--- src/rtl/axis_joiner_pkg.sv ---
// Shared constants and placement helpers for the three-slot AXI-Stream joiner.
package axis_joiner_pkg;

    localparam int unsigned C_NUM_SLOTS      = 3;
    localparam int unsigned C_DEF_M_WIDTH    = 240;
    localparam int unsigned C_DEF_S00_WIDTH  = 96;
    localparam int unsigned C_DEF_S01_WIDTH  = 72;
    localparam int unsigned C_DEF_S02_WIDTH  = 72;
    localparam int unsigned C_DEF_S00_LSB    = 0;
    localparam int unsigned C_DEF_S01_LSB    = 96;
    localparam int unsigned C_DEF_S02_LSB    = 168;

    function automatic bit ranges_disjoint(input int unsigned lsb_a, input int unsigned w_a,
                                           input int unsigned lsb_b, input int unsigned w_b);
        return ((lsb_a + w_a) <= lsb_b) || ((lsb_b + w_b) <= lsb_a);
    endfunction

    function automatic bit slot_fits(input int unsigned lsb, input int unsigned w,
                                     input int unsigned total);
        return (lsb + w) <= total;
    endfunction

endpackage

--- src/rtl/axis_joiner_if.sv ---
// Minimal AXI-Stream channel (valid/ready/data) with producer and consumer views.
interface axis_joiner_if #(
    parameter int unsigned TDATA_WIDTH = 8
);
    logic                   tvalid;
    logic                   tready;
    logic [TDATA_WIDTH-1:0] tdata;

    modport master (output tvalid, output tdata, input tready);
    modport slave  (input tvalid, input tdata, output tready);
endinterface

--- src/rtl/axis_joiner_slot.sv ---
// One input slot: single-beat holding register with a full flag.
module axis_joiner_slot
    import axis_joiner_pkg::*;
#(
    parameter int unsigned C_WIDTH = C_DEF_S00_WIDTH
)(
    input  logic               aclk,
    input  logic               aresetn,
    input  logic               i_valid,
    input  logic [C_WIDTH-1:0] i_data,
    input  logic               i_join_fire,
    output logic               o_ready,
    output logic               o_full,
    output logic [C_WIDTH-1:0] o_data
);

    logic               r_full;
    logic [C_WIDTH-1:0] r_data;
    logic               w_hs;

    // A firing join frees the slot this cycle, so a new beat can replace the old one.
    assign o_ready = aresetn & (~r_full | i_join_fire);
    assign w_hs    = i_valid & o_ready;
    assign o_full  = r_full;
    assign o_data  = r_data;

    always_ff @(posedge aclk) begin
        if (!aresetn) begin
            r_full <= 1'b0;
            r_data <= '0;
        end else if (w_hs) begin
            r_full <= 1'b1;
            r_data <= i_data;
        end else if (i_join_fire) begin
            r_full <= 1'b0;
        end
    end

endmodule

--- src/rtl/axis_joiner.sv ---
// Joins one beat from each of three AXI-Stream inputs into one wide output beat.
module axis_joiner
    import axis_joiner_pkg::*;
#(
    parameter int unsigned C_M_AXIS_TDATA_WIDTH   = C_DEF_M_WIDTH,
    parameter int unsigned C_NUM_SI_SLOTS         = C_NUM_SLOTS,
    parameter int unsigned C_S00_AXIS_TDATA_WIDTH = C_DEF_S00_WIDTH,
    parameter int unsigned C_S01_AXIS_TDATA_WIDTH = C_DEF_S01_WIDTH,
    parameter int unsigned C_S02_AXIS_TDATA_WIDTH = C_DEF_S02_WIDTH,
    parameter int unsigned C_S00_AXIS_TDATA_LSB   = C_DEF_S00_LSB,
    parameter int unsigned C_S01_AXIS_TDATA_LSB   = C_DEF_S01_LSB,
    parameter int unsigned C_S02_AXIS_TDATA_LSB   = C_DEF_S02_LSB
)(
    input  logic                aclk,
    input  logic                aresetn,
    axis_joiner_if.slave        s00_axis,
    axis_joiner_if.slave        s01_axis,
    axis_joiner_if.slave        s02_axis,
    axis_joiner_if.master       m_axis,
    output logic [31:0]         join_count
);

    if (C_NUM_SI_SLOTS != C_NUM_SLOTS) begin : g_err_slots
        $error("axis_joiner: C_NUM_SI_SLOTS must be 3");
    end
    if (!slot_fits(C_S00_AXIS_TDATA_LSB, C_S00_AXIS_TDATA_WIDTH, C_M_AXIS_TDATA_WIDTH) ||
        !slot_fits(C_S01_AXIS_TDATA_LSB, C_S01_AXIS_TDATA_WIDTH, C_M_AXIS_TDATA_WIDTH) ||
        !slot_fits(C_S02_AXIS_TDATA_LSB, C_S02_AXIS_TDATA_WIDTH, C_M_AXIS_TDATA_WIDTH)) begin : g_err_fit
        $error("axis_joiner: slot range exceeds output width");
    end
    if (!ranges_disjoint(C_S00_AXIS_TDATA_LSB, C_S00_AXIS_TDATA_WIDTH,
                         C_S01_AXIS_TDATA_LSB, C_S01_AXIS_TDATA_WIDTH) ||
        !ranges_disjoint(C_S00_AXIS_TDATA_LSB, C_S00_AXIS_TDATA_WIDTH,
                         C_S02_AXIS_TDATA_LSB, C_S02_AXIS_TDATA_WIDTH) ||
        !ranges_disjoint(C_S01_AXIS_TDATA_LSB, C_S01_AXIS_TDATA_WIDTH,
                         C_S02_AXIS_TDATA_LSB, C_S02_AXIS_TDATA_WIDTH)) begin : g_err_overlap
        $error("axis_joiner: slot ranges overlap");
    end

    logic [2:0]                        w_full;
    logic                              w_ready00, w_ready01, w_ready02;
    logic [C_S00_AXIS_TDATA_WIDTH-1:0] w_data00;
    logic [C_S01_AXIS_TDATA_WIDTH-1:0] w_data01;
    logic [C_S02_AXIS_TDATA_WIDTH-1:0] w_data02;
    logic [C_M_AXIS_TDATA_WIDTH-1:0]   w_joined;
    logic                              w_join_fire;
    logic                              w_m_hs;

    logic                              r_m_tvalid;
    logic [C_M_AXIS_TDATA_WIDTH-1:0]   r_m_tdata;
    logic [31:0]                       r_join_count;

    assign w_join_fire = (&w_full) & (~r_m_tvalid | m_axis.tready);
    assign w_m_hs      = r_m_tvalid & m_axis.tready;

    axis_joiner_slot #(.C_WIDTH(C_S00_AXIS_TDATA_WIDTH)) u_slot00 (
        .aclk(aclk), .aresetn(aresetn),
        .i_valid(s00_axis.tvalid), .i_data(s00_axis.tdata), .i_join_fire(w_join_fire),
        .o_ready(w_ready00), .o_full(w_full[0]), .o_data(w_data00)
    );
    axis_joiner_slot #(.C_WIDTH(C_S01_AXIS_TDATA_WIDTH)) u_slot01 (
        .aclk(aclk), .aresetn(aresetn),
        .i_valid(s01_axis.tvalid), .i_data(s01_axis.tdata), .i_join_fire(w_join_fire),
        .o_ready(w_ready01), .o_full(w_full[1]), .o_data(w_data01)
    );
    axis_joiner_slot #(.C_WIDTH(C_S02_AXIS_TDATA_WIDTH)) u_slot02 (
        .aclk(aclk), .aresetn(aresetn),
        .i_valid(s02_axis.tvalid), .i_data(s02_axis.tdata), .i_join_fire(w_join_fire),
        .o_ready(w_ready02), .o_full(w_full[2]), .o_data(w_data02)
    );

    assign s00_axis.tready = w_ready00;
    assign s01_axis.tready = w_ready01;
    assign s02_axis.tready = w_ready02;

    // Bits outside every slot range stay zero.
    always_comb begin
        w_joined = '0;
        w_joined[C_S00_AXIS_TDATA_LSB +: C_S00_AXIS_TDATA_WIDTH] = w_data00;
        w_joined[C_S01_AXIS_TDATA_LSB +: C_S01_AXIS_TDATA_WIDTH] = w_data01;
        w_joined[C_S02_AXIS_TDATA_LSB +: C_S02_AXIS_TDATA_WIDTH] = w_data02;
    end

    always_ff @(posedge aclk) begin
        if (!aresetn) begin
            r_m_tvalid   <= 1'b0;
            r_m_tdata    <= '0;
            r_join_count <= '0;
        end else begin
            if (w_join_fire) begin
                r_m_tvalid <= 1'b1;
                r_m_tdata  <= w_joined;
            end else if (w_m_hs) begin
                r_m_tvalid <= 1'b0;
            end
            if (w_m_hs) begin
                r_join_count <= r_join_count + 32'd1;
            end
        end
    end

    assign m_axis.tvalid = r_m_tvalid;
    assign m_axis.tdata  = r_m_tdata;
    assign join_count    = r_join_count;

endmodule

--- src/flat_wrapper.sv ---
// flat-port wrapper written by rule: the top's interface ports become plain ports
module axis_joiner_flat import axis_joiner_pkg::*;
#(
    parameter int unsigned C_M_AXIS_TDATA_WIDTH   = C_DEF_M_WIDTH,
    parameter int unsigned C_NUM_SI_SLOTS         = C_NUM_SLOTS,
    parameter int unsigned C_S00_AXIS_TDATA_WIDTH = C_DEF_S00_WIDTH,
    parameter int unsigned C_S01_AXIS_TDATA_WIDTH = C_DEF_S01_WIDTH,
    parameter int unsigned C_S02_AXIS_TDATA_WIDTH = C_DEF_S02_WIDTH,
    parameter int unsigned C_S00_AXIS_TDATA_LSB   = C_DEF_S00_LSB,
    parameter int unsigned C_S01_AXIS_TDATA_LSB   = C_DEF_S01_LSB,
    parameter int unsigned C_S02_AXIS_TDATA_LSB   = C_DEF_S02_LSB
)
  (aclk, aresetn, join_count, s00_axis_tvalid, s00_axis_tdata, s00_axis_tready, s01_axis_tvalid, s01_axis_tdata, s01_axis_tready, s02_axis_tvalid, s02_axis_tdata, s02_axis_tready, m_axis_tvalid, m_axis_tdata, m_axis_tready);
  axis_joiner_if #(.TDATA_WIDTH(96)) s00_axis_i ();
  axis_joiner_if #(.TDATA_WIDTH(72)) s01_axis_i ();
  axis_joiner_if #(.TDATA_WIDTH(72)) s02_axis_i ();
  axis_joiner_if #(.TDATA_WIDTH(240)) m_axis_i ();
  input  logic aclk;
  input  logic aresetn;
  output logic [31:0] join_count;
  input wire logic [$bits(s00_axis_i.tvalid)-1:0] s00_axis_tvalid;
  input wire logic [$bits(s00_axis_i.tdata)-1:0] s00_axis_tdata;
  output wire logic [$bits(s00_axis_i.tready)-1:0] s00_axis_tready;
  input wire logic [$bits(s01_axis_i.tvalid)-1:0] s01_axis_tvalid;
  input wire logic [$bits(s01_axis_i.tdata)-1:0] s01_axis_tdata;
  output wire logic [$bits(s01_axis_i.tready)-1:0] s01_axis_tready;
  input wire logic [$bits(s02_axis_i.tvalid)-1:0] s02_axis_tvalid;
  input wire logic [$bits(s02_axis_i.tdata)-1:0] s02_axis_tdata;
  output wire logic [$bits(s02_axis_i.tready)-1:0] s02_axis_tready;
  output wire logic [$bits(m_axis_i.tvalid)-1:0] m_axis_tvalid;
  output wire logic [$bits(m_axis_i.tdata)-1:0] m_axis_tdata;
  input wire logic [$bits(m_axis_i.tready)-1:0] m_axis_tready;
  assign s00_axis_i.tvalid = s00_axis_tvalid;
  assign s00_axis_i.tdata = s00_axis_tdata;
  assign s00_axis_tready = s00_axis_i.tready;
  assign s01_axis_i.tvalid = s01_axis_tvalid;
  assign s01_axis_i.tdata = s01_axis_tdata;
  assign s01_axis_tready = s01_axis_i.tready;
  assign s02_axis_i.tvalid = s02_axis_tvalid;
  assign s02_axis_i.tdata = s02_axis_tdata;
  assign s02_axis_tready = s02_axis_i.tready;
  assign m_axis_tvalid = m_axis_i.tvalid;
  assign m_axis_tdata = m_axis_i.tdata;
  assign m_axis_i.tready = m_axis_tready;
  axis_joiner #(.C_M_AXIS_TDATA_WIDTH(C_M_AXIS_TDATA_WIDTH), .C_NUM_SI_SLOTS(C_NUM_SI_SLOTS), .C_S00_AXIS_TDATA_WIDTH(C_S00_AXIS_TDATA_WIDTH), .C_S01_AXIS_TDATA_WIDTH(C_S01_AXIS_TDATA_WIDTH), .C_S02_AXIS_TDATA_WIDTH(C_S02_AXIS_TDATA_WIDTH), .C_S00_AXIS_TDATA_LSB(C_S00_AXIS_TDATA_LSB), .C_S01_AXIS_TDATA_LSB(C_S01_AXIS_TDATA_LSB), .C_S02_AXIS_TDATA_LSB(C_S02_AXIS_TDATA_LSB)) u_core (.aclk(aclk), .aresetn(aresetn), .s00_axis(s00_axis_i), .s01_axis(s01_axis_i), .s02_axis(s02_axis_i), .m_axis(m_axis_i), .join_count(join_count));
endmodule
--- config.mk ---
export PLATFORM = sky130hd
export DESIGN_NAME = axis_joiner_flat
export DESIGN_NICKNAME = d
export VERILOG_FILES = /design/src/rtl/axis_joiner_pkg.sv /design/src/rtl/axis_joiner_if.sv /design/src/rtl/axis_joiner_slot.sv /design/src/rtl/axis_joiner.sv /design/src/flat_wrapper.sv
export SDC_FILE = /design/constraint.sdc
export NUM_CORES = 1
export LEC_CHECK = 0
export CAP_MARGIN = 40
export CORE_ASPECT_RATIO = 2
export CORE_UTILIZATION = 30
export DETAILED_ROUTE_END_ITERATION = 10
export SKIP_LAST_GASP = 1
export SYNTH_ARGS = -nofsm -noshare
export SYNTH_HDL_FRONTEND = slang
export SYNTH_SLANG_ARGS = --single-unit
export TNS_END_PERCENT = 1
--- constraint.sdc ---
create_clock -name aclk -period 3.8 [get_ports aclk]
set_input_delay 0.76 -clock aclk [delete_from_list [all_inputs] [get_ports aclk]]
set_output_delay 0.76 -clock aclk [all_outputs]
set_load 0.02 [all_outputs]
* Yosys cells after proc, flatten, opt, wreduce, memory -nomap -nowiden
Cells that the tools add are included.
Word-level totals: register bits after elaboration 516, output and inout bits 276, bits of input ports 246
Cells by class: add/subtract/negate cells 1, reductions and logical operators 5, multiplexer cells 6, bitwise operators 16
Operators with widths (count):
- 32-bit by 1-bit adder with 32-bit output, second input constant | 1
- 1-bit bitwise AND | 8
- 2-bit nonzero test | 4
- 1-bit 2-to-1 mux | 6
- 1-bit inverter | 4
- 1-bit bitwise OR | 4
- 3-bit AND reduction | 1

* Longest topological paths before layout
depth in word-level cells 7, gate-level depth with buffers 7

* Modules after synthesis
A second synthesis with hierarchy kept.
Unflattened totals: cells, all modules 2276, area, all modules 19476.2 um^2
By module, submodules not included:
- axis_joiner | times used 1, area an instance 9656.8 um^2, cells an instance 1217
- axis_joiner_slot at u_core.u_slot01 ... | times used 2, area an instance 2989.1 um^2, cells an instance 318
- axis_joiner_slot at u_core.u_slot00 | times used 1, area an instance 3841.2 um^2, cells an instance 423

* Worst setup path after synthesis
OpenSTA, ideal clock, no wires.
kind input port to output port, from input m_axis_tready, to output s00_axis_tready, arrival 1.974 ns, path slack 1.066 ns, cell stages on the path 6, path buffers 3, path through nand2b_1 nand2b_1 clkbuf_1 clkbuf_1 clkbuf_1 a21oi_1
On the way: cells in the longest elaborated chain, start to end 4
Ends and longest elaborated chain:
- from (decl) | line flat_wrapper.sv:32 | input wire logic [$bits(m_axis_i.tready)-1:0] m_axis_tready;
- 1-bit bitwise OR | line axis_joiner.sv:53 | assign w_join_fire = (&w_full) & (~r_m_tvalid | m_axis.tready);
- 1-bit bitwise AND | line axis_joiner.sv:53
- 1-bit bitwise OR | line axis_joiner_slot.sv:22 | assign o_ready = aresetn & (~r_full | i_join_fire);
- 1-bit bitwise AND | line axis_joiner_slot.sv:22
- to (decl) | line flat_wrapper.sv:23 | output wire logic [$bits(s00_axis_i.tready)-1:0] s00_axis_tready;
No other way between the ends.

* Final worst setup path
from input m_axis_tready, to output s02_axis_tready
On the way: cells in the longest elaborated chain, start to end 4
Ends and longest elaborated chain:
- 1-bit bitwise OR | line axis_joiner.sv:53
- 1-bit bitwise AND | line axis_joiner.sv:53
- 1-bit bitwise OR | line axis_joiner_slot.sv:22
- 1-bit bitwise AND | line axis_joiner_slot.sv:22
- to (decl) | line flat_wrapper.sv:29 | output wire logic [$bits(s02_axis_i.tready)-1:0] s02_axis_tready;
No other way between the ends.

==> results.cfg <==
[min_path]
worstHoldPathType = reg -> reg
hp-start = u_core.u_slot02.o_data[44]

[grt]
grt-ovfl-total = 0
number_of_antenna_violations_at_the_first_check_in_global_routing = 12
grt_busiest_layer = met2
grt_pass1_vias = 16300
grt_max_degree = 140
groute.layer.met3.usage_pct = 4.83
groute.usage.overall_pct = 17.4
groute.layer.met2.usage_pct = 32.5
first_pass_grt_wire_length_um = 89200
grtUsageMet1_pct = 17.7

[synth]
synth_top_family_by_area = simple AND/OR/NAND/NOR gates
yosys_most_used_dff = sky130_fd_sc_hd__dfxtp_1
synth_compound_area_share_pct = 7.83
yosysMostFrequentCell = sky130_fd_sc_hd__nand2_1
syn_inst = 2256
synth_largest_type_area_fraction_pct = 54.2
synth.yosys.seq_area_share_pct = 54.2
synthTopCellsByCount = 731 x sky130_fd_sc_hd__nand2_1, 516 x sky130_fd_sc_hd__dfxtp_1, 268 x sky130_fd_sc_hd__a21oi_1, 248 x sky130_fd_sc_hd__inv_1, 241 x sky130_fd_sc_hd__mux2i_1
synthXorXnorAreaFrac_pct = 0.460
synthMuxAreaShare_pct = 12.7
synth_enable_flop_cells = 0
distinct_cells_synth = 31
synth_top_cell_by_area = sky130_fd_sc_hd__dfxtp_1
synth_warnings = 0
mappedNetlistNets = 2503
netlist_area_um2 = 19000
ys_seq_elements = 516
ys_top_cells_by_area = sky130_fd_sc_hd__dfxtp_1 54%, sky130_fd_sc_hd__nand2_1 14%, sky130_fd_sc_hd__mux2i_1 13%, sky130_fd_sc_hd__a21oi_1 7.0%, sky130_fd_sc_hd__inv_1 4.9%
yosys.area_share.simple_pct = 16.8
syn_area_per_cell_um2 = 8.44
async_reset_ff_share_pct = 0
synth_fa_ha_area_share_pct = 0.0657

[detailed_routing]
routed_via_density = 4.59
total_routed_length_um = 58100
wl_per_cell_um = 16.4
detail_route.first_pass.iterations = 5
drtIter0Drc = 579
vias = 16300
drtAntennaViolNets = 0
dr_drc_count = 0

[timing]
final-setup-viol-count = 0
timing.final.crit_share_pct = 90.2
slew_hr_pct = 41.2
max_freq_mhz = 292
worst-slew-pin-transition_ps = 882
finalHoldViolCount = 0
grt_setup_unrepaired = no
timing_max_transition_violations_final = 0
fin_skew_ps = 24.2
fin_crit_ps = 3430
finalSetupTns_ps = 0

[setup_path]
crit_path_cells = clkdlybuf4s50_1 > nand2b_1 > nand2b_4 > a21oi_1 > clkdlybuf4s50_1
crit_path_top_delay_cell = sky130_fd_sc_hd__clkdlybuf4s50_1
start_kind = input port
critical_path.reg2reg.startpoint = u_core.u_slot02.o_full
worstSetupPathType = in -> out
path_max_fanout = 17
worstPathRequired_ps = 3040
timing.critical_path.slowest_cell_delay_ps = 670
worst_path_most_repeated_cell = sky130_fd_sc_hd__clkdlybuf4s50_1
crit_start = m_axis_tready
critical_path.endpoint_type = output port
worst_ep_arrival_time_ps = 2670

[power]
cellLeakagePower_nw = 11.5
p_total_mw = 11.9
cellPowerDensity_nw_per_um2 = 442
ir_worst_vdd_v = 0.000379

[placed_design]
place.gp.congestion = 0.834
dp_hpwl_um = 40300
io_buf_count = 521

[clock_tree]
tritoncts_num_sinks = 516
cts_hold_buf = 0
cts.htree.levels = 2
cts_tree = done
cts_buffer_depth = 3
cts_made_buffers = 49
clk_lat_worst_skew_ps = 570
cts_root_buffer = sky130_fd_sc_hd__clkbuf_16
clk_pin_slew_ps = 70
cts_post_setup_buffers_inserted = 0
post_cts.resized_instances = 0

[final_layout]
num-nets-final = 2962
area.sequential_um2 = 10300
area_growth_syn_to_layout_pct = 41.4
multi_input_comb_area_um2 = 7250
n_fill_cell = 6238
final_layout_size_suffix_gt1_share_pct = 4.65

[floorplan]
fp.coreArea_um2 = 62800
row_count = 130
num_io_pins = 522
die-area_um2 = 64500
initial_utilization_pct = 30.3
floorplan.die.width_um = 180
fp.dieH_um = 358

[run_status]
status = finished clean

[run]
maxCapViolations = 0
final timing paths:
path / to / slack [ps] / depth (start not counted)
worst max-delay path: s02_axis_tready / 370 / 5
worst min-delay path: u_core.m_axis.tdata[212] / 450 / 2
worst max register to register: u_core.m_axis.tdata[122] / 1460 / 6
worst min register to register: u_core.m_axis.tdata[212] / 450 / 2
critical path, delay by kind of cell:
| kind | cells | cell delay, ps |
|---|---|---|
| simple gates | 2 | 380 |
| compound gates | 1 | 310 |
| buf+inv | 2 | 1210 |
cell families after synthesis:
kind of cell,after synthesis
adders and majority gates,1
muxes,241
DFF,516
and+or+nand+nor,803
buffers and inverters,394
AOI/OAI and AO/OA,291
xor gates and xnor gates,10
registers in the layout, summed over array words and instances, names as in the netlist:
name,cells
u_core.u_slot01.o_data,72
u_core.u_slot00.o_data,96
u_core.u_slot00.o_full,1
u_core.m_axis.tvalid,1
u_core.m_axis.tdata,240
u_core.u_slot02.o_full,1
u_core.u_slot01.o_full,1
u_core.u_slot02.o_data,72
u_core.join_count,32
metal layers:
metal | up-vias | wire, um
met4 | 16 | 2430
met3 | 118 | 4160
met2 | 496 | 30000
met1 | 7609 | 21400
li1 | 8036 | -
met5 | - | 114
layout by cell type, fill, tap and decap left out, types with 4 or more instances in the layout:
master                            instances
sky130_fd_sc_hd__clkbuf_1                 4
sky130_fd_sc_hd__inv_1                  248
sky130_fd_sc_hd__diode_2                  4
sky130_fd_sc_hd__and4_1                   4
sky130_fd_sc_hd__nand4_1                  9
sky130_fd_sc_hd__nor2_1                  10
sky130_fd_sc_hd__clkdlybuf4s50_1        520
sky130_fd_sc_hd__dfxtp_1                516
sky130_fd_sc_hd__nand2_1                731
sky130_fd_sc_hd__o21ai_0                  9
sky130_fd_sc_hd__bufinv_16                6
sky130_fd_sc_hd__or4_1                   14
sky130_fd_sc_hd__clkbuf_16               51
sky130_fd_sc_hd__clkinvlp_4               4
sky130_fd_sc_hd__xor2_1                   8
sky130_fd_sc_hd__clkinv_2                 8
sky130_fd_sc_hd__buf_12                  10
sky130_fd_sc_hd__or3_1                    6
sky130_fd_sc_hd__buf_16                   4
sky130_fd_sc_hd__buf_4                   18
sky130_fd_sc_hd__a21oi_1                268
sky130_fd_sc_hd__mux2i_1                241
sky130_fd_sc_hd__nand3_1                 11
sky130_fd_sc_hd__clkbuf_8                12
sky130_fd_sc_hd__o31ai_1                 14
report_power, final:
part	switching [mW]	internal, mW	total (mW)
logic	0.421	0.461	0.882
clock network	2.21	3.08	5.30
registers	0.104	5.62	5.72
stage by stage:
step | hold slack [ps] | std cells | setup WS, ps | util (%) | cell area [um^2]
after CTS | 447 | 3545 | 369 | 42.9 | 26900
final | 446 | 3549 | 371 | 42.9 | 26900
after global routing | 464 | 3549 | 354 | 42.9 | 26900
after detailed placement | 441 | 3456 | 387 | 40.1 | 25200
after global placement | 436 | 3452 | 319 | 39.9 | 25100
after floorplan | 432 | 2256 | 1070 | - | 19000
area by class of cell:
type,count,share of cell area (%)
timing repair buffer,553,21.0
tap,792,3.68
clock inverter,23,1.10
clock buffer,66,5.36
inverter,249,3.50
multi-input combinational,1346,26.9
antenna,4,0.0372
sequential,516,38.4
Power figures use the tool's default switching activity.
